$ cat src/rtl/spi_slave.sv
// SPI mode-0 target: oversampled pins, byte push/pop ports.
// Define SPI_SLAVE_LSB_FIRST_EN to shift LSB first in both directions.
module spi_slave #(
    parameter int         SYNC_STAGES = 2,
    parameter logic [7:0] IDLE_BYTE   = 8'hFF
) (
    input  logic       reset,
    input  logic       clock,
    output logic [7:0] out,
    output logic       put,
    input  logic       full,
    input  logic [7:0] in,
    output logic       get,
    input  logic       empty,
    input  logic       spi_cs_n,
    input  logic       spi_clock,
    input  logic       spi_mosi,
    output logic       spi_miso,
    output logic       spi_miso_oe,
    output logic       busy
);

    typedef enum logic {
        S_IDLE,
        S_ACTIVE
    } state_t;

    state_t state;

    logic [SYNC_STAGES-1:0] cs_sync;
    logic [SYNC_STAGES-1:0] clk_sync;
    logic [SYNC_STAGES-1:0] mosi_sync;
    logic cs_prev;
    logic clk_prev;

    logic cs_cur;
    logic clk_cur;
    logic mosi_cur;
    logic sel_fall;
    logic sel_rise;
    logic clk_rise;
    logic clk_fall;

    logic [7:0] data;
    logic       avail;
    logic [7:0] shifter;
    logic [6:0] rx;
    logic [2:0] cnt;

    logic [7:0] load_byte;
    logic       load_first;
    logic [7:0] shift_nxt;
    logic       shift_bit;
    logic [7:0] rx_nxt;
    logic       reload;
    logic       take;

    assign cs_cur   = cs_sync[SYNC_STAGES-1];
    assign clk_cur  = clk_sync[SYNC_STAGES-1];
    assign mosi_cur = mosi_sync[SYNC_STAGES-1];

    assign sel_fall = cs_prev & ~cs_cur;
    assign sel_rise = ~cs_prev & cs_cur;
    assign clk_rise = ~clk_prev & clk_cur;
    assign clk_fall = clk_prev & ~clk_cur;

    // Underrun sends the idle pattern instead of stale data.
    assign load_byte = avail ? data : IDLE_BYTE;

`ifdef SPI_SLAVE_LSB_FIRST_EN
    assign load_first = load_byte[0];
    assign shift_nxt  = {shifter[0], shifter[7:1]};
    assign shift_bit  = shift_nxt[0];
    assign rx_nxt     = {mosi_cur, rx};
`else
    assign load_first = load_byte[7];
    assign shift_nxt  = {shifter[6:0], shifter[7]};
    assign shift_bit  = shift_nxt[7];
    assign rx_nxt     = {rx, mosi_cur};
`endif

    // Reload points: frame start and every byte boundary on the falling edge.
    assign reload = ((state == S_IDLE) && sel_fall) ||
                    ((state == S_ACTIVE) && !sel_rise &&
                     clk_fall && (cnt == 3'd0));

    // A reload owns the data register this cycle; prefetch waits a cycle.
    assign take = !avail && !empty && !get && !reload;

    // Pin synchronisers plus one history flop for edge detection.
    always_ff @(posedge clock or posedge reset) begin
        if (reset) begin
            cs_sync   <= '1;
            clk_sync  <= '0;
            mosi_sync <= '0;
            cs_prev   <= 1'b1;
            clk_prev  <= 1'b0;
        end else begin
            cs_sync   <= {cs_sync[SYNC_STAGES-2:0], spi_cs_n};
            clk_sync  <= {clk_sync[SYNC_STAGES-2:0], spi_clock};
            mosi_sync <= {mosi_sync[SYNC_STAGES-2:0], spi_mosi};
            cs_prev   <= cs_cur;
            clk_prev  <= clk_cur;
        end
    end

    // Frame FSM with TX prefetch, shifting and registered pad outputs.
    always_ff @(posedge clock or posedge reset) begin
        if (reset) begin
            state       <= S_IDLE;
            out         <= 8'h00;
            put         <= 1'b0;
            get         <= 1'b0;
            spi_miso    <= 1'b1;
            spi_miso_oe <= 1'b0;
            busy        <= 1'b0;
            data        <= 8'h00;
            avail       <= 1'b0;
            shifter     <= 8'h00;
            rx          <= 7'h00;
            cnt         <= 3'd0;
        end else begin
            put <= 1'b0;
            get <= take;
            if (take) begin
                data  <= in;
                avail <= 1'b1;
            end
            if (reload && avail) begin
                avail <= 1'b0;
            end
            unique case (state)
                S_IDLE: begin
                    if (sel_fall) begin
                        state       <= S_ACTIVE;
                        busy        <= 1'b1;
                        spi_miso_oe <= 1'b1;
                        cnt         <= 3'd0;
                        shifter     <= load_byte;
                        spi_miso    <= load_first;
                    end
                end
                S_ACTIVE: begin
                    if (sel_rise) begin
                        state       <= S_IDLE;
                        busy        <= 1'b0;
                        spi_miso_oe <= 1'b0;
                        spi_miso    <= 1'b1;
                        cnt         <= 3'd0;
                    end else if (clk_rise) begin
                        rx  <= rx_nxt[6:0];
                        cnt <= cnt + 3'd1;
                        if (cnt == 3'd7) begin
                            out <= rx_nxt;
                            put <= !full;
                        end
                    end else if (clk_fall) begin
                        if (cnt == 3'd0) begin
                            shifter  <= load_byte;
                            spi_miso <= load_first;
                        end else begin
                            shifter  <= shift_nxt;
                            spi_miso <= shift_bit;
                        end
                    end
                end
                default: state <= S_IDLE;
            endcase
        end
    end

endmodule

$ cat config.mk
export PLATFORM = sky130hd
export DESIGN_NAME = spi_slave
export DESIGN_NICKNAME = d
export VERILOG_FILES = /design/src/rtl/spi_slave.sv
export SDC_FILE = /design/constraint.sdc
export NUM_CORES = 1
export LEC_CHECK = 0
export CORE_ASPECT_RATIO = 1.5
export CORE_MARGIN = 3
export CORE_UTILIZATION = 53
export CTS_CLUSTER_DIAMETER = 30
export DETAILED_ROUTE_END_ITERATION = 10
export MAX_ROUTING_LAYER = met4
export PLACE_DENSITY = 0.78
export RECOVER_POWER = 100
export SYNTH_ARGS = -nofsm -noshare
export SYNTH_HDL_FRONTEND = slang
export SYNTH_SLANG_ARGS = --single-unit
$ cat constraint.sdc
create_clock -name clock -period 2.25 [get_ports clock]
set_clock_uncertainty 0.1 [all_clocks]
set_input_delay 0.225 -clock clock [delete_from_list [all_inputs] [get_ports clock]]
set_output_delay 0.225 -clock clock [all_outputs]
set_load 0.02 [all_outputs]
### Yosys cells after proc, flatten, opt, wreduce, memory -nomap -nowiden

Cells that the tools add are included.

| storage, ports and cells | value |
|---|---|
| latch bits | 0 |
| bits in writable memories | 0 |
| logic and storage cells | 88 |
| bits in read-only memories | 0 |
| bits in registers | 48 |
| memories | 0 |

| cells by class | value |
|---|---|
| shift operators | 0 |
| $mul | 0 |
| reduce and logical (&&, ||, !) cells | 23 |
| equality and inequality tests | 9 |
| muxes and demuxes | 29 |
| add/sub/neg operators | 1 |
| bitwise gates (word level) | 10 |
| $lt $le $gt $ge | 0 |
| divide/modulo/power cells | 0 |

Operators by type and width:

| operator | count |
|---|---|
| 2-to-1 mux 8 bit | 6 |
| case mux 8 bit (2 select lines) | 1 |
| 2-to-1 mux 1 bit | 15 |
| 2-to-1 mux 3 bit | 3 |
| logical AND 1 bit | 8 |
| AND reduction 4 bit | 2 |
| logical NOT 1 bit | 6 |
| != test 2 bit, second input constant | 3 |
| != test 3 x 1 -> 1 bit, second input constant | 2 |
| inverter 1 bit | 6 |
| case mux 1 bit (2 select lines) | 3 |
| case mux 3 bit (2 select lines) | 1 |
| AND reduction 3 bit | 2 |
| bitwise AND 1 bit | 4 |
| != test 2 x 1 -> 1 bit, second input constant | 2 |
| AND reduction 2 bit | 2 |
| adder 3 x 1 -> 3 bit, second input constant | 1 |
| equality test 3 bit, second input constant | 1 |
| logical NOT 3 bit | 1 |
| != test 3 bit, second input constant | 1 |
| nonzero test 2 bit | 1 |
| logical OR 1 bit | 1 |

### Logic depth before layout (Yosys ltp)

| depth | value |
|---|---|
| word-level depth | 11 |
| depth in mapped cells | 7 |
| mapped depth without buffers | 6 |

### Worst setup path after synthesis

Ideal clock, no wire load.

| timing | value |
|---|---|
| path kind | reg-to-reg |
| from | register cs_prev |
| to | register data[0] |
| clock period less this slack | 1.655 ns |
| stages on the path, launching flop included | 5 |
| setup slack | 0.595 ns |
| arrival time | 1.430 ns |
| cell sequence | dfstp_2 > nand2b_2 > nand3_2 > o21ai_4 > mux2_2 |

| on the way | value |
|---|---|
| cells in the longest elaborated chain, start to end | 9 |

Ends and longest elaborated chain:

| item | RTL line | text |
|---|---|---|
| from (decl) | 33 | `logic cs_prev;` |
| from (signal assigned) | 102 | `cs_prev <= cs_cur;` |
| inverter 1 bit | 63 | `assign sel_rise = ~cs_prev & cs_cur;` |
| bitwise AND 1 bit | 63 |  |
| logical NOT 1 bit | 84 | `((state == S_ACTIVE) && !sel_rise &&` |
| logical AND 1 bit (2 in series) | 84 |  |
| logical AND 1 bit | 85 | `clk_fall && (cnt == 3'd0));` |
| logical OR 1 bit * | 83 | `assign reload = ((state == S_IDLE) && sel_fall) \|\|` |
| logical NOT 1 bit * | 88 | `assign take = !avail && !empty && !get && !reload;` |
| logical AND 1 bit * | 88 |  |
| to (signal assigned) | 126 | `data <= in;` |
| to (decl) | 44 | `logic [7:0] data;` |

Every way passes the cells marked *; elsewhere a longest branch is shown, timed or not.
A chain may end at the register's enable or synchronous reset.

### Final worst setup path

| timing | value |
|---|---|
| from | register cs_prev |
| to | register data[4] |

The elaborated chain is that of the path after synthesis.

==> reports/metrics.cfg <==
[logic_synthesis]
synth_area_leaders=dfrtp_1 (55%), mux2_2 (9.0%), mux2_1 (5.6%), dfstp_2 (5.2%), and3b_1 (3.1%)
synthMostInstantiatedCell=dfrtp_1
ys_seq_area_frac=0.601
syn_inst=145
synth_seq_cells=48
ys_types=31
netlist_area_um2=2010
syn_area_per_cell_um2=13.8
async_reset_ff_frac=1.00
synth_top_area_frac=0.548
synth_warnings=0
syn_nets=163
synth_commonest_cells=dfrtp_1 (44), mux2_2 (16), nand2_1 (11), mux2_1 (10), nor2_1 (10)
synth_ff_type=dfrtp_1
synth_area_leader_cell=dfrtp_1
synth-edff-count=0

[placement]
portBuffers=27
place.gp.congestion=0.744
dpl.hpwl_um=2510

[timing]
max_slew_margin=0.401
fmax_mhz=513
worst_slew_pin_slew_ns=0.898
finalHoldViolCount=0
rsz0062_at_grt=false
report.final.slew_viol_count=0
fin_crit_sh=0.866
setup_violations=0
setup_tns_ns=0
min_period_ns=1.95

[outcome]
outcome=complete, no violations

[floorplan]
die_h_um=81.4
coreArea_um2=3510
die_x_um=56.3
die_area_um2=4580
initial_core_util=0.572
ios=28
placementRows=26

[clock_tree]
cts-resized-gates=0
ctsLongestPathBuffers=2
numCtsBuffers=5
post_cts.repair.setup_buffers=0
hold_buffers=0
clock_latency_ns=0.29
cts_sinks=48
cts_tree=built
clkSlewWorstSetupHoldPaths_ns=0.08
htreeDepth=2
root_buffer=clkbuf_8

[detailed_routing]
num_vias=1195
firstDrtPassIters=4
wl_met1_um=1380
maxUsedRoutingLayer=met4
drt_iter0_markers=20
wl_met2_um=1800
vias_per_cell=5.43
drt_wl_total_um=3350
wl_met3_um=119
drc=0
avgRoutedWirePerCell_um=15.2
drt.antenna.violating_nets=0

[worst_setup_path]
path_max_fanout=9
crit_path_end_kind=register
startpoint_type=register
path_class=reg -> reg
worst_ep_arrival_time_ns=2.03
required_ns=2.33

[final_layout]
nets=195
diodes=0
area.growth.synth_to_final_pct=18.8
drive_above_1_share=0.191

[global_routing]
grt_pass1_wl_um=5790
grt_pass1_vias=1306
antenna_found_initial=0
grt_max_degree=26
grt-ovfl-total=0
grt.total_usage=0.169

[pwr]
vdd_drop_max_mv=0.616
power_density_nw_per_um2=929
total_power_uw=2220
p_leak_uw=0.00114

[run]
drv_cap=0

[hold_path]
hold_class=reg -> reg

-- cells by family after synthesis --
kind of cell	after synthesis	synth area share
adders and majority gates	3	0.0187
DFF	48	0.601
muxes	26	0.146
and+or+nand+nor	41	0.131
buffers and inverters	10	0.0293
AOI/OAI and AO/OA	17	0.0748
-- layer usage --
layer / vias to the layer above / track usage
met5: - / -
met3: 5 / 0.0477
met4: 0 / 0.0570
met2: 22 / 0.309
met1: 603 / 0.172
li1: 565 / -
-- report_power, final --
part	internal (µW)	total [µW]	switching, µW	leakage (µW)
Combinational	273	477	204	0.000508
Clock	250	515	266	0.0000445
Sequential	1090	1220	137	0.000590
-- state kept, by name, summed over array words and instances, names as in the netlist, 2 cells and up --
| signal | cells |
|---|---|
| cnt | 3 |
| clk_sync | 2 |
| rx | 7 |
| out | 8 |
| cs_sync | 2 |
| data | 8 |
| mosi_sync | 2 |
| shifter | 8 |
-- cells in the final DEF, fill, tap and decap left out, types with 3 or more instances in the layout --
master / Yosys / final
clkbuf_8: 0 / 6
mux2_1: 10 / 10
nand2_1: 11 / 12
mux2_2: 16 / 16
o31ai_1: 7 / 7
nor2_1: 10 / 10
dfstp_2: 4 / 3
dfrtp_1: 44 / 44
inv_1: 5 / 5
ha_1: 3 / 3
nand2b_1: 4 / 5
dlygate4sd3_1: 0 / 17
clkdlybuf4s50_1: 0 / 10
and3b_1: 7 / 7
-- cell type report --
class,count,area (µm²)
Timing Repair Buffer,30,287
Inverter,5,18.8
Fill cell,247,1130
Multi-Input combinational cell,87,728
Clock inverter,1,7.51
Tap cell,42,52.6
Sequential cell,48,1210
Clock buffer,7,86.3
-- critical path, stage by stage, from the launching register on --
cell	delay (ns)
dfstp_2	0.56
nand2b_1	0.25
nand3_1	0.19
o21ai_4	0.36
mux2_2	0.38
-- through the flow --
step                      area (µm²)  utilization  hold WS (ns)  setup WS [ns]  cells
final                           2390        0.679         0.261          0.301    220
after detailed placement        2330        0.662         0.245          0.437    212
after global routing            2390        0.679         0.269          0.197    220
after floorplan                 2010            -         0.129          0.595    145
after CTS                       2420        0.689         0.195          0.415    220
after global placement          2330        0.662         0.234          0.495    212
-- worst paths after layout --
| path | startpoint | to | slack, ns | depth (start not counted) |
|---|---|---|---|---|
| setup / recovery | cs_prev | data[4] | 0.30 | 4 |
| hold / removal | clk_sync[0] | clk_sync[1] | 0.26 | 0 |
| setup reg to reg | cs_prev | data[4] | 0.30 | 4 |
| hold reg to reg | clk_sync[0] | clk_sync[1] | 0.26 | 0 |
| max in group asynchronous | reset | rx[0] | 0.50 | 3 |
| min in group asynchronous | reset | put | 0.46 | 2 |
No activity file was read; power rests on OpenSTA's default activity.
